===== config.mk =====
export PLATFORM = sky130hd
export DESIGN_NAME = sys_bridge_mc_flat
export DESIGN_NICKNAME = d
export VERILOG_FILES = /design/src/rtl/sys_bridge_mc_pkg.sv /design/src/rtl/sys_bridge_mc_if.sv /design/src/rtl/sys_bridge_mc_addr_window_dec.sv /design/src/rtl/sys_bridge_mc.sv /design/src/flat_wrapper.sv
export SDC_FILE = /design/constraint.sdc
export NUM_CORES = 1
export LEC_CHECK = 0
export ABC_AREA = 0
export CORE_MARGIN = 10
export CORE_UTILIZATION = 50
export DETAILED_ROUTE_END_ITERATION = 10
export DONT_BUFFER_PORTS = 1
export GPL_TIMING_DRIVEN = 1
export MAX_ROUTING_LAYER = met4
export PLACE_DENSITY_LB_ADDON = 0.12
export SLEW_MARGIN = 40
export SYNTH_ARGS = -nofsm -noshare
export SYNTH_HDL_FRONTEND = slang
export SYNTH_SLANG_ARGS = --single-unit

===== constraint.sdc =====
create_clock -name clk -period 1.83 [get_ports clk]
set_clock_uncertainty 0.05 [all_clocks]
set_input_delay 0 -clock clk [delete_from_list [all_inputs] [get_ports clk]]
set_output_delay 0 -clock clk [all_outputs]
set_load 0.1 [all_outputs]

===== src/rtl/sys_bridge_mc_pkg.sv =====
// Shared definitions for the CPU-to-peripheral bridge: FSM states, default
// address windows and the window-compare helper.
package sys_bridge_mc_pkg;

    typedef enum logic [1:0] {
        StIdle   = 2'd0,
        StAccess = 2'd1,
        StErr    = 2'd2,
        StResp   = 2'd3
    } bridge_state_e;

    localparam logic [31:0] DmBase  = 32'h0000_0000;
    localparam logic [31:0] DmLim   = 32'h0000_2FFF;
    localparam logic [31:0] Tc0Base = 32'h0000_7F00;
    localparam logic [31:0] Tc0Lim  = 32'h0000_7F0B;
    localparam logic [31:0] Tc1Base = 32'h0000_7F10;
    localparam logic [31:0] Tc1Lim  = 32'h0000_7F1B;
    localparam logic [31:0] IntBase = 32'h0000_7F20;
    localparam logic [31:0] IntLim  = 32'h0000_7F23;

    // Channel 0 occupies the least significant word.
    localparam logic [127:0] DefBaseVec = {IntBase, Tc1Base, Tc0Base, DmBase};
    localparam logic [127:0] DefLimVec  = {IntLim, Tc1Lim, Tc0Lim, DmLim};

    function automatic logic in_window(input logic [31:0] addr, input logic [31:0] base,
                                       input logic [31:0] lim);
        return (addr >= base) && (addr <= lim);
    endfunction

endpackage


===== src/rtl/sys_bridge_mc_if.sv =====
// Bridge bus: CPU data-port side plus the shared/per-channel slave side.
interface sys_bridge_mc_if #(
    parameter int unsigned NSLV   = 4,
    parameter int unsigned DATA_W = 32
);
    logic                     cpu_req;
    logic [31:0]              cpu_addr;
    logic [DATA_W/8-1:0]      cpu_byteen;
    logic [DATA_W-1:0]        cpu_wd;
    logic                     cpu_stall;
    logic                     cpu_ack;
    logic                     cpu_err;
    logic [DATA_W-1:0]        cpu_rd;
    logic [NSLV-1:0]          slv_sel;
    logic [NSLV-1:0]          slv_we;
    logic [DATA_W/8-1:0]      slv_byteen;
    logic [31:0]              slv_addr;
    logic [DATA_W-1:0]        slv_wd;
    logic [NSLV*DATA_W-1:0]   slv_rd;
    logic [NSLV-1:0]          slv_ready;

    // The bridge itself.
    modport slave (
        input  cpu_req, cpu_addr, cpu_byteen, cpu_wd, slv_rd, slv_ready,
        output cpu_stall, cpu_ack, cpu_err, cpu_rd, slv_sel, slv_we, slv_byteen, slv_addr,
               slv_wd
    );

    // The CPU and peripherals around it.
    modport master (
        output cpu_req, cpu_addr, cpu_byteen, cpu_wd, slv_rd, slv_ready,
        input  cpu_stall, cpu_ack, cpu_err, cpu_rd, slv_sel, slv_we, slv_byteen, slv_addr,
               slv_wd
    );

endinterface


===== src/rtl/sys_bridge_mc_addr_window_dec.sv =====
// Combinational priority decoder: one-hot window hit (lowest index wins) plus a miss flag.
module sys_bridge_mc_addr_window_dec
    import sys_bridge_mc_pkg::*;
#(
    parameter int unsigned        NSLV     = 4,
    parameter logic [NSLV*32-1:0] BASE_VEC = DefBaseVec,
    parameter logic [NSLV*32-1:0] LIM_VEC  = DefLimVec
) (
    input  logic [31:0]     addr_i,
    output logic [NSLV-1:0] hit_o,
    output logic            miss_o
);

    logic found;

    always_comb begin
        hit_o = '0;
        found = 1'b0;
        for (int i = 0; i < NSLV; i++) begin
            if (!found && in_window(addr_i, BASE_VEC[i*32 +: 32], LIM_VEC[i*32 +: 32])) begin
                hit_o[i] = 1'b1;
                found    = 1'b1;
            end
        end
        miss_o = !found;
    end

endmodule


===== src/rtl/sys_bridge_mc.sv =====
// CPU-to-peripheral bridge: registers each access, drives one slave channel, waits for
// ready or timeout, and returns a single registered ack (with error for miss/timeout).
module sys_bridge_mc
    import sys_bridge_mc_pkg::*;
#(
    parameter int unsigned        NSLV     = 4,
    parameter int unsigned        DATA_W   = 32,
    parameter int unsigned        TO_CYC   = 16,
    parameter logic [NSLV*32-1:0] BASE_VEC = DefBaseVec,
    parameter logic [NSLV*32-1:0] LIM_VEC  = DefLimVec
) (
    input  logic              clk,
    input  logic              reset,
    sys_bridge_mc_if.slave    bus,
    input  logic              err_clr,
    output logic [31:0]       err_addr,
    output logic              err_irq
);

    localparam int unsigned CntW = $clog2(TO_CYC + 1);
    localparam int unsigned BeW  = DATA_W / 8;

    bridge_state_e       state_q, state_d;
    logic [CntW-1:0]     cnt_q, cnt_d;
    logic [31:0]         addr_q, addr_d;
    logic [BeW-1:0]      byteen_q, byteen_d;
    logic [DATA_W-1:0]   wd_q, wd_d;
    logic [NSLV-1:0]     sel_q, sel_d;
    logic [DATA_W-1:0]   rd_q, rd_d;
    logic [31:0]         err_addr_q, err_addr_d;
    logic                err_irq_q, err_irq_d;

    logic [NSLV-1:0]     hit;
    logic                miss;
    logic [DATA_W-1:0]   sel_rd;
    logic                sel_ready;

    sys_bridge_mc_addr_window_dec #(
        .NSLV     (NSLV),
        .BASE_VEC (BASE_VEC),
        .LIM_VEC  (LIM_VEC)
    ) u_dec (
        .addr_i (bus.cpu_addr),
        .hit_o  (hit),
        .miss_o (miss)
    );

    // Only the latched channel's ready and read data are observed.
    always_comb begin
        sel_rd = '0;
        for (int i = 0; i < NSLV; i++) begin
            if (sel_q[i]) begin
                sel_rd = sel_rd | bus.slv_rd[i*DATA_W +: DATA_W];
            end
        end
    end

    assign sel_ready = |(bus.slv_ready & sel_q);

    always_comb begin
        state_d    = state_q;
        cnt_d      = cnt_q;
        addr_d     = addr_q;
        byteen_d   = byteen_q;
        wd_d       = wd_q;
        sel_d      = sel_q;
        rd_d       = rd_q;
        err_addr_d = err_addr_q;
        err_irq_d  = err_clr ? 1'b0 : err_irq_q;
        case (state_q)
            StIdle: begin
                if (bus.cpu_req) begin
                    addr_d   = bus.cpu_addr;
                    byteen_d = bus.cpu_byteen;
                    wd_d     = bus.cpu_wd;
                    sel_d    = hit;
                    cnt_d    = CntW'(1);
                    rd_d     = '0;
                    state_d  = miss ? StErr : StAccess;
                end
            end
            StAccess: begin
                // Ready on the final timeout cycle still completes normally.
                if (sel_ready) begin
                    rd_d    = (|byteen_q) ? '0 : sel_rd;
                    state_d = StResp;
                end else if (cnt_q == CntW'(TO_CYC)) begin
                    state_d = StErr;
                end else begin
                    cnt_d = cnt_q + CntW'(1);
                end
            end
            StErr: begin
                err_addr_d = addr_q;
                err_irq_d  = 1'b1;
                state_d    = StIdle;
            end
            StResp: begin
                state_d = StIdle;
            end
            default: begin
                state_d = StIdle;
            end
        endcase
    end

    always_ff @(posedge clk or negedge reset) begin
        if (!reset) begin
            state_q    <= StIdle;
            cnt_q      <= '0;
            addr_q     <= '0;
            byteen_q   <= '0;
            wd_q       <= '0;
            sel_q      <= '0;
            rd_q       <= '0;
            err_addr_q <= '0;
            err_irq_q  <= 1'b0;
        end else begin
            state_q    <= state_d;
            cnt_q      <= cnt_d;
            addr_q     <= addr_d;
            byteen_q   <= byteen_d;
            wd_q       <= wd_d;
            sel_q      <= sel_d;
            rd_q       <= rd_d;
            err_addr_q <= err_addr_d;
            err_irq_q  <= err_irq_d;
        end
    end

    assign bus.cpu_stall  = (state_q == StAccess);
    assign bus.cpu_ack    = (state_q == StResp) || (state_q == StErr);
    assign bus.cpu_err    = (state_q == StErr);
    assign bus.cpu_rd     = (state_q == StResp) ? rd_q : '0;
    assign bus.slv_sel    = (state_q == StAccess) ? sel_q : '0;
    assign bus.slv_we     = bus.slv_sel & {NSLV{|byteen_q}};
    assign bus.slv_byteen = byteen_q;
    assign bus.slv_addr   = addr_q;
    assign bus.slv_wd     = wd_q;
    assign err_addr       = err_addr_q;
    assign err_irq        = err_irq_q;

endmodule

===== src/flat_wrapper.sv =====
// flat-port wrapper written by rule: the top's interface ports become plain ports
module sys_bridge_mc_flat import sys_bridge_mc_pkg::*;
#(
    parameter int unsigned        NSLV     = 4,
    parameter int unsigned        DATA_W   = 32,
    parameter int unsigned        TO_CYC   = 16,
    parameter logic [NSLV*32-1:0] BASE_VEC = DefBaseVec,
    parameter logic [NSLV*32-1:0] LIM_VEC  = DefLimVec
)
  (clk, reset, err_clr, err_addr, err_irq, bus_cpu_req, bus_cpu_addr, bus_cpu_byteen, bus_cpu_wd, bus_slv_rd, bus_slv_ready, bus_cpu_stall, bus_cpu_ack, bus_cpu_err, bus_cpu_rd, bus_slv_sel, bus_slv_we, bus_slv_byteen, bus_slv_addr, bus_slv_wd);
  sys_bridge_mc_if #(.NSLV(NSLV), .DATA_W(DATA_W)) bus_i ();
  input  logic clk;
  input  logic reset;
  input  logic err_clr;
  output logic [31:0] err_addr;
  output logic err_irq;
  input wire logic [$bits(bus_i.cpu_req)-1:0] bus_cpu_req;
  input wire logic [$bits(bus_i.cpu_addr)-1:0] bus_cpu_addr;
  input wire logic [$bits(bus_i.cpu_byteen)-1:0] bus_cpu_byteen;
  input wire logic [$bits(bus_i.cpu_wd)-1:0] bus_cpu_wd;
  input wire logic [$bits(bus_i.slv_rd)-1:0] bus_slv_rd;
  input wire logic [$bits(bus_i.slv_ready)-1:0] bus_slv_ready;
  output wire logic [$bits(bus_i.cpu_stall)-1:0] bus_cpu_stall;
  output wire logic [$bits(bus_i.cpu_ack)-1:0] bus_cpu_ack;
  output wire logic [$bits(bus_i.cpu_err)-1:0] bus_cpu_err;
  output wire logic [$bits(bus_i.cpu_rd)-1:0] bus_cpu_rd;
  output wire logic [$bits(bus_i.slv_sel)-1:0] bus_slv_sel;
  output wire logic [$bits(bus_i.slv_we)-1:0] bus_slv_we;
  output wire logic [$bits(bus_i.slv_byteen)-1:0] bus_slv_byteen;
  output wire logic [$bits(bus_i.slv_addr)-1:0] bus_slv_addr;
  output wire logic [$bits(bus_i.slv_wd)-1:0] bus_slv_wd;
  assign bus_i.cpu_req = bus_cpu_req;
  assign bus_i.cpu_addr = bus_cpu_addr;
  assign bus_i.cpu_byteen = bus_cpu_byteen;
  assign bus_i.cpu_wd = bus_cpu_wd;
  assign bus_i.slv_rd = bus_slv_rd;
  assign bus_i.slv_ready = bus_slv_ready;
  assign bus_cpu_stall = bus_i.cpu_stall;
  assign bus_cpu_ack = bus_i.cpu_ack;
  assign bus_cpu_err = bus_i.cpu_err;
  assign bus_cpu_rd = bus_i.cpu_rd;
  assign bus_slv_sel = bus_i.slv_sel;
  assign bus_slv_we = bus_i.slv_we;
  assign bus_slv_byteen = bus_i.slv_byteen;
  assign bus_slv_addr = bus_i.slv_addr;
  assign bus_slv_wd = bus_i.slv_wd;
  sys_bridge_mc #(.NSLV(NSLV), .DATA_W(DATA_W), .TO_CYC(TO_CYC), .BASE_VEC(BASE_VEC), .LIM_VEC(LIM_VEC)) u_core (.clk(clk), .reset(reset), .bus(bus_i), .err_clr(err_clr), .err_addr(err_addr), .err_irq(err_irq));
endmodule

==> metrics.md, run 1 <==
| Metric | Value |
|---|---|
| Status | `complete, but fails checks` |
| Violated checks | `negative hold slack, negative setup slack` |
| Die H | `135.6 um` |
| Crit. Startpoint | `u_core.sel_q[1]` |
| Fmax | `537.7 MHz` |
| Post-synthesis simple-gate area fraction | `0.1888` |
| DP Area | `8523 um^2` |
| Clock latency on the worst-skew pair | `0.42 ns` |
| Routed Wire Length | `33.88 mm` |
| Psw | `approximately 5.0 mW` |
| Worst-path clk slew | `roughly 0.070 ns` |
| Final period util | `1.016` |
| Peak VDD IR | `0.001185 V` |
| DP HPWL | `approximately 18 mm` |
| EDFF count, synth | `0` |
| Mapped Area | `6681 um^2` |
| Largest family of logic cells by synthesized area | `simple AND/OR/NAND/NOR gates` |
| First-pass GRT wire length | `46.73 mm` |
| Reg-to-reg endpoint | `u_core.rd_q[15]` |
| H-tree depth | `4` |
| WP data arrival | `between 2 and 2.5 ns` |
| End point of the critical path | `u_core.rd_q[15]` |
| Synth Area in Adders | `0.003745` |
| Synth Area in Compound Gates | `0.1236` |
| Initial antenna violation count | `6` |
| Worst slew pin tran | `0.5023 ns` |
| Asr flop ratio synth | `1.000` |
| LEAKAGE | `5.291 nW` |
| Syn_area_per_cell | `9.855 um^2` |
| Synth cell types | `35` |
| Max cap viols | `0` |
| Reg2reg setup slack | `-0.03 ns` |
| GRT overflow | `0` |
| Average wire per standard cell | `28.07 um` |
| DR vias | `7,517` |
| Total number of yosys warnings | `0` |
| Post-synth top flop | `dfrtp_1` |
| Hold WS | `-0.7743 ns` |
| Clk buf depth | `2` |
| CP cell instances | `buf_4 > a22oi_1 > a21oi_1 > mux2_2` |
| Die X | `135.6 um` |
| FF-to-FF Start | `u_core.sel_q[1]` |
| Worst-path maximum fanout | `35` |
| Drt pass-1 iters | `6` |
| Iter 0 DRT Violations | `~900` |
| # port buffers | `0` |
| CP required | `2.08 ns` |
| # IOs | `between 300 and 400` |
| Layout area overhead | `68.48%` |
| Fin crit period | `1.860 ns` |
| Die area | `18,390 um^2` |
| Crit. End Element | `flop` |
| Sequential Power Share | `0.316` |
| CP max stage delay | `0.45 ns` |
| Pwr/cell area | `1060 nW/um^2` |
| Switch share | `0.4228` |
| Seq/Total Area, Yosys | `0.5393` |
| Pint | `6.890 mW` |
| Critical path class | `flop to flop` |
| Final Hold Fails | `144` |
| Initial Utilization | `0.5065` |
| Comb pwr share | `0.371` |
| Mux share of post-synthesis cell area | `0.1094` |
| Final setup fails | `2` |
| Total Routing Usage GR | `0.3418` |
| Vias in the first global route | `7,658` |
| Share of layout cells above drive strength 1 | `0.2723` |
| XOR/XNOR Fraction of Synth Area | `0.002622` |
| Pin count of the biggest net entering global routing | `145` |
| Number of CTS-inserted buffers | `17` |
| Mean number of vias per cell | `6.228` |
| FP Rows | `42` |
| TritonCTS Sinks | `144` |
| Max_slew headroom | `0.6651` |
| GPL Wtd Cong | `0.9282` |
| Core footprint | `13,190 um^2` |
| Slowest CP cell | `a22oi_1` |
| Nets | `1,214` |
| Post-route ant nets | `0` |
| CTS root buffer | `clkbuf_16` |
| CTS tree | `yes` |
| Setup ws final | `-0.02977 ns` |
| Reg2Reg Depth | `4` |
| Worst min path class | `primary input to asynchronous set/reset pin` |
| Drt drc | `0` |
| Synthesized flop and latch total | `144` |
| Synthesized Nets | `884` |
| Clk pwr share | `0.313` |
| Post-Syn Instances | `678` |
| CP Launch Type | `flop` |
| Final Instance Area | `about 11,000 um^2` |
| Pins Over Slew Limit | `0` |
==> critical path, delay by kind of cell (launching register included) <==
kind | cells | cell delay, ns
multiplexers | 1 | 0.31
flip-flops | 1 | 0.40
AO/OA/AOI/OAI | 2 | 0.66
buffers and inverters | 1 | 0.27
==> routing by layer <==
| layer | GRT usage | share of wire |
|---|---|---|
| met4 | 0.2141 | 0.072 |
| met1 | 0.3600 | 0.33 |
| met5 | - | 0 |
| met3 | 0.1235 | 0.12 |
| met2 | 0.5370 | 0.48 |
==> sequential cells by signal, summed over array words and instances (netlist names) <==
register,count
u_core.rd_q,32
u_core.bus.slv_byteen,4
u_core.err_irq,1
u_core.bus.slv_addr,32
u_core.err_addr,32
u_core.bus.slv_wd,32
u_core.state_q,2
u_core.sel_q,4
u_core.cnt_q,5
==> what timing repair did <==
action	in CTS	in global routing
resized for setup	2	10
endpoints found under the setup margin	5	14
setup buffers	1	1
gates cloned	0	1
hold endpoints to repair	253	146
pin swaps	0	2
hold buffers	197	3
==> placed cells by master, fill, tap and decap left out, types with 2 or more instances in the layout <==
cell,n
o21ai_0,5
clkbuf_1,3
clkinv_4,2
dfrtp_2,5
nand4_1,4
bufinv_16,4
and4_1,2
nand2_1,213
nor4_1,5
and4b_1,2
buf_6,2
a21oi_1,35
buf_4,113
dfrtp_1,139
mux2_2,64
a211oi_1,2
nand2_2,2
a22oi_1,64
o31ai_1,3
dlygate4sd3_1,199
ha_1,2
nand3_1,3
nor2_1,8
and2_1,4
and2_2,5
clkinvlp_4,3
clkbuf_16,18
and3_1,32
buf_12,47
inv_1,5
inv_6,2
a22oi_2,2
diode_2,10
xor2_1,2
nor3_1,3
==> cell type report <==
| class | count | area (um^2) |
|---|---|---|
| clock buffers | 21 | 450.4 |
| clock inverters | 11 | 177.7 |
| fillers | 601 | 1933 |
| well taps | 176 | 220.2 |
| flip-flops and latches | 144 | 3610 |
| inverters | 5 | 18.77 |
| diodes | 10 | 25.02 |
| multi-input cells | 477 | 2914 |
| repair buffers | 363 | 3841 |
==> worst min path at each step <==
stage,to,slack (ns),cells past startpoint
after detailed placement,u_core.err_addr[1],-0.34,0
after global placement,u_core.err_addr[1],-0.34,0
after floorplan,u_core.bus.slv_addr[0],-0.35,0
after CTS,u_core.err_addr[1],-0.80,0
after global routing,u_core.err_addr[1],-0.79,0
final,u_core.err_addr[13],-0.77,0
==> synth_stat cells, types with 4 or more instances <==
cell,number,area (um^2)
o21ai_0,6,30.03
a21oi_1,36,180.2
mux2_2,64,720.7
nor2_1,8,30.03
a22oi_1,66,495.5
inv_1,5,18.77
nand4_1,4,25.02
and2_1,9,56.30
dfrtp_1,144,3603
nand2_1,215,807.0
nor4_1,5,31.28
and3_1,32,200.2
clkbuf_1,46,172.7
==> per-stage QoR <==
step           TNS (ns)  instances  setup WS, ns    util  power, mW
2_1_floorplan         0        678       0.01550       -      6.871
3_3_place_gp          0        962        0.1939  0.6462      7.674
3_5_place_dp          0        962        0.1415  0.6462      7.730
4_1_cts               0       1192       0.01322  0.8443      11.77
5_1_grt         -0.1341       1204      -0.06582  0.8529      12.23
6_report       -0.03680       1207      -0.02977  0.8534      11.94
==> logic make-up (layout without fill, tap and decap cells) <==
| family | Yosys count | after routing |
|---|---|---|
| compound gates | 120 | 120 |
| simple gates | 288 | 288 |
| buf+inv | 57 | 400 |
| fa+ha+maj | 2 | 2 |
| mux | 65 | 65 |
| other cells | 0 | 10 |
| flops | 144 | 144 |
| xor+xnor | 2 | 2 |
==> power by group through the flow <==
stage	Combinational, mW	Clock (mW)	Sequential (mW)
5_1_grt	4.53	3.90	3.79
3_3_place_gp	3.91	0	3.76
6_report	4.43	3.74	3.77
3_5_place_dp	3.94	0	3.79
2_1_floorplan	0.482	0	6.39
4_1_cts	4.32	3.72	3.73
Power figures use the tool's default switching activity.
==> run 2, diff against run 1 <==
==> constraint.sdc (replaced) <==
create_clock -name clk -period 1.83 [get_ports clk]
set_clock_uncertainty 0.05 [all_clocks]
set_input_delay 0.2745 -clock clk [delete_from_list [all_inputs] [get_ports clk]]
set_output_delay 0.2745 -clock clk [all_outputs]
set_load 0.1 [all_outputs]
==> metrics.md, run 2 (synthesized netlist as in run 1, its figures left out) <==
| Metric | Value |
|---|---|
| Status | `complete, but fails checks` |
| Violated checks | `negative hold slack, negative setup slack` |
| CP required | `approximately 1.5 ns` |
| Initial Utilization | `0.5065` |
| CTS tree | `yes` |
| Fmax | `516.9 MHz` |
| Clock latency on the worst-skew pair | `slightly above 0.4 ns` |
| GPL Wtd Cong | `0.9210` |
| CP Launch Type | `flop` |
| Worst slew pin tran | `0.4425 ns` |
| Fin crit period | `1.934 ns` |
| CTS root buffer | `clkbuf_16` |
| Worst min path class | `primary input to asynchronous set/reset pin` |
| Drt pass-1 iters | `5` |
| Final Hold Fails | `144` |
| Mean number of vias per cell | `roughly 5.8` |
| Total Routing Usage GR | `0.2693` |
| Psw | `just under 5 mW` |
| Initial antenna violation count | `1` |
| Sequential Power Share | `0.325` |
| Die area | `~18,000 um^2` |
| Clk pwr share | `0.302` |
| Iter 0 DRT Violations | `442` |
| Register area | `3610 um^2` |
| FF-to-FF Start | `u_core.state_q[0]` |
| Comb pwr share | `0.373` |
| GRT overflow | `0` |
| First-pass GRT wire length | `about 37 mm` |
| LEAKAGE | `around 4.7 nW` |
| Die X | `135.6 um` |
| Reg-to-reg endpoint | `u_core.rd_q[6]` |
| Crit. Startpoint | `u_core.bus.slv_byteen[1]` |
| WP data arrival | `roughly 1.6 ns` |
| Final setup fails | `18` |
| Util after Layout | `0.7642` |
| Share of layout cells above drive strength 1 | `0.3590` |
| Worst-path clk slew | `0.06 ns` |
| Final period util | `1.057` |
| Most frequent cells in the layout | `214 x nand2_1, 139 x dfrtp_1, 117 x buf_4` |
| Routed Wire Length | `~25 mm` |
| Hold_buf cts | `68` |
| FP Rows | `42` |
| Max_slew headroom | `0.7023` |
| Place WS | `-0.06800 ns` |
| Die H | `about 140 um` |
| Reg2Reg Depth | `7` |
| # port buffers | `0` |
| Post-route ant nets | `0` |
| Pwr/cell area | `1121 nW/um^2` |
| Average wire per standard cell | `23.68 um` |
| Pint | `between 6 and 7 mW` |
| Hold WS | `-0.4941 ns` |
| Core footprint | `13,190 um^2` |
| Vias in the first global route | `approximately 6.5k` |
| Peak VDD IR | `0.001002 V` |
| DP HPWL | `17.68 mm` |
| Switch share | `0.4268` |
| Crit. End Element | `primary output` |
| Number of CTS-inserted buffers | `17` |
| Max cap viols | `0` |
| Worst-path maximum fanout | `4` |
| H-tree depth | `4` |
| # IOs | `348` |
| Drt drc | `0` |
| DR vias | `6,214` |
| Multi-input gate area | `3042 um^2` |
| Fill count | `877` |
| Most common cell after layout, fill and taps aside | `nand2_1` |
| Nets | `1,090` |
| Pins Over Slew Limit | `0` |
| Layout area overhead | `50.86%` |
| Pin count of the biggest net entering global routing | `145` |
| Clk buf depth | `2` |
| RSZ-0062 raised after global routing | `true` |
| Setup ws final | `-0.1044 ns` |
| Reg2reg setup slack | `around 0.060 ns` |
| Setup tns final | `-1.263 ns` |
| Critical path class | `flop to primary output` |
| TritonCTS Sinks | `~140` |
==> run 2: changes by cell type in the layout (fill, tap and decap cells not counted), moves of 4 or more <==
cell           before  now
dlygate4sd3_1     199   68
and3_1             32    2
and3_2              0   16
and3_4              0   14
and2_4              0    9
diode_2            10    1
and2_2              5    0
buf_12             47   42
and2_1              4    0
buf_4             113  117
buf_8               0    4
==> run 2: layer usage <==
metal  vias to the layer above  track usage  routed length (um)
li1                       2766            -                   -
met1                      3011       0.2943                9363
met2                       373       0.4479               12840
met3                        64      0.08383                2436
met4                         0       0.1083                 796
met5                         -            -                   0
==> run 2: cell type report <==
cell class | instances | share of cell area
Tap cell | 176 | 0.02185
Antenna cell | 1 | 0.0002483
Clock buffer | 21 | 0.04568
Clock inverter | 11 | 0.01303
Sequential cell | 144 | 0.3581
Inverter | 5 | 0.002234
Multi-Input combinational cell | 477 | 0.3018
Timing Repair Buffer | 239 | 0.2571
==> run 2: worst max-delay path, cell delays in order (launching register included) <==
cell and delay (ns):
dfrtp_2 0.41, nor4_4 0.35, nor2b_4 0.10, and2_4 0.18, buf_12 0.16
==> run 2: power groups by stage <==
stage          Clock, mW  Combinational (mW)  Sequential [mW]
6_report            3.41                4.21             3.68
5_1_grt             3.60                4.33             3.70
4_1_cts             3.48                4.16             3.67
3_5_place_dp           0                4.02             3.71
3_3_place_gp           0                3.98             3.70
2_1_floorplan          0               0.484             6.39
==> run 2: worst max path at each step <==
stage,cells past startpoint,slack (ns),to
2_1_floorplan,4,-0.09,bus_slv_we[0]
3_3_place_gp,4,-0.07,u_core.state_q[1]
3_5_place_dp,4,-0.07,u_core.state_q[1]
4_1_cts,4,-0.14,bus_slv_we[0]
5_1_grt,3,-0.17,bus_slv_we[1]
6_report,4,-0.10,bus_slv_we[0]
==> run 2: per-stage QoR <==
| stage | power (mW) | hold slack [ns] | area, um^2 | std cells |
|---|---|---|---|---|
| 2_1_floorplan | 6.874 | -0.07109 | 6764 | 678 |
| 3_3_place_gp | 7.682 | -0.06672 | 8526 | 962 |
| 3_5_place_dp | 7.729 | -0.06765 | 8526 | 962 |
| 4_1_cts | 11.31 | -0.5124 | 9899 | 1065 |
| 5_1_grt | 11.63 | -0.5198 | 10080 | 1074 |
| 6_report | 11.30 | -0.4941 | 10080 | 1074 |
==> run 2: what timing repair did <==
action | in CTS | in global routing
hold endpoints to repair | 212 | 144
buffers inserted | 3 | 5
pin swaps | 1 | 2
cloned | 0 | 3
resized for setup | 22 | 18
endpoints found under the setup margin | 28 | 25
==> run 3, diff against run 2 <==
Settings changed: GPL_TIMING_DRIVEN 1 to default, SETUP_SLACK_MARGIN from default to 0.1, SLEW_MARGIN 40 to default.
==> metrics.md, run 3 (synthesized netlist as in run 1, its figures left out) <==
| Metric | Value |
|---|---|
| Status | `complete, but fails checks` |
| Violated checks | `negative hold slack, negative setup slack` |
| Mean number of vias per cell | `5.809` |
| Clk buf depth | `2` |
| Nets | `1,098` |
| Fmax | `503.4 MHz` |
| Max cap viols | `0` |
| Worst-path maximum fanout | `4` |
| Hold_buf cts | `68` |
| Drt drc | `0` |
| # IOs | `about 350` |
| Dpl cells | `961` |
| Initial antenna violation count | `1` |
| GRT overflow | `0` |
| Register area | `3610 um^2` |
| Hold WS | `-0.5032 ns` |
| Average wire per standard cell | `24.34 um` |
| CTS root buffer | `clkbuf_16` |
| Reg2Reg Depth | `7` |
| Multi-input gate area | `just over 3000 um^2` |
| Number of CTS-inserted buffers | `17` |
| Max_slew headroom | `0.6630` |
| Share of layout cells above drive strength 1 | `0.3706` |
| Routed Wire Length | `roughly 26 mm` |
| LEAKAGE | `slightly below 5 nW` |
| Die X | `135.6 um` |
| Worst slew pin tran | `0.5016 ns` |
| Worst-path clk slew | `about 0.06 ns` |
| TritonCTS Sinks | `144` |
| WP data arrival | `1.66 ns` |
| H-tree depth | `4` |
| GPL Wtd Cong | `0.9169` |
| CTS tree | `yes` |
| Die area | `18,390 um^2` |
| Util after Layout | `0.7869` |
| DR vias | `6,279` |
| Layout Cells excl Fill | `roughly 1.1k` |
| Final setup fails | `35` |
| CP Launch Type | `flop` |
| Peak VDD IR | `roughly 0.0010 V` |
| Final Hold Fails | `144` |
| Worst min path class | `primary input to asynchronous set/reset pin` |
| Iter 0 DRT Violations | `457` |
| Final Instance Area | `slightly above 10,000 um^2` |
| Most common cell after layout, fill and taps aside | `nand2_1` |
| DP HPWL | `~17 mm` |
| Fin crit period | `1.986 ns` |
| Pin count of the biggest net entering global routing | `145` |
| Fill count | `781` |
| Vias in the first global route | `between 6k and 7k` |
| DP Area | `8523 um^2` |
| Pwr/cell area | `1124 nW/um^2` |
| Setup tns final | `-1.275 ns` |
| First-pass GRT wire length | `37.34 mm` |
| FP Rows | `42` |
| Pins Over Slew Limit | `0` |
| CP required | `1.51 ns` |
| Post-route ant nets | `0` |
| Core footprint | `~13,000 um^2` |
| Critical path class | `flop to primary output` |
| Total Routing Usage GR | `0.2690` |
| Die H | `approximately 140 um` |
| Layout area overhead | `55.34%` |
| Initial Utilization | `0.5065` |
| RSZ-0062 raised after global routing | `true` |
| Final period util | `1.085` |
| Drt pass-1 iters | `7` |
| Setup ws final | `-0.1565 ns` |
| # port buffers | `0` |
| Pwr Total | `roughly 12 mW` |
| Clock latency on the worst-skew pair | `0.42 ns` |
| Crit. End Element | `primary output` |
| Most frequent cells in the layout | `213 x nand2_1, 139 x dfrtp_1, 111 x buf_4` |
## run 3: power breakdown
part           total, mW  switching, mW  internal, mW
clock               3.70           1.35          2.35
combinational       4.28           3.38         0.894
sequential          3.68          0.142          3.54
## run 3: worst paths after layout
path	from	endpoint	slack [ns]
max in group asynchronous	reset	u_core.err_addr[28]	2.01
min in group clk	bus_cpu_addr[4]	u_core.sel_q[1]	0.03
worst min-delay path	reset	u_core.bus.slv_addr[1]	-0.50
worst max-delay path	u_core.bus.slv_byteen[1]	bus_slv_we[0]	-0.16
worst max register to register	u_core.state_q[0]	u_core.rd_q[13]	0.04
worst min register to register	u_core.bus.slv_addr[24]	u_core.bus.slv_addr[24]	0.44
## run 3: timing repair
action / CTS / global route
setup buffers: 7 / 5
pin swaps: 6 / 4
gates resized for setup: 39 / 23
gates cloned: 0 / 9
setup endpoints to repair: 56 / 144
endpoints found under the hold margin: 212 / 144
## run 3: layout make-up
type                    count  share of cell area
clock buffers              19             0.04364
diodes                      1           0.0002411
inverters                   5            0.002170
flip-flops and latches    144              0.3478
repair buffers            247              0.2727
multi-input cells         477              0.2948
well taps                 176             0.02122
clock inverters            12             0.01748
## run 3: layer usage
| metal | vias up | global-route usage | part of all wire |
|---|---|---|---|
| met3 | 59 | 0.07752 | 0.085 |
| met5 | - | - | 0 |
| met2 | 378 | 0.4584 | 0.53 |
| li1 | 2786 | - | - |
| met1 | 3056 | 0.2834 | 0.36 |
| met4 | 0 | 0.1208 | 0.029 |
## run 3: stage by stage
| step | setup slack (ns) | hold slack [ns] |
|---|---|---|
| final | -0.1565 | -0.5032 |
| after global placement | 0.05040 | -0.06706 |
| after global routing | -0.2343 | -0.5251 |
| after detailed placement | 0.04672 | -0.06775 |
| after CTS | -0.1662 | -0.5196 |
| after floorplan | -0.02269 | -0.07109 |
## run 3: critical path, cell delays in order, from the launching register on
cell and delay (ns):
dfrtp_2 0.43, nor4_4 0.28, buf_4 0.18, nor2b_4 0.06, and2_4 0.14, buf_12 0.16
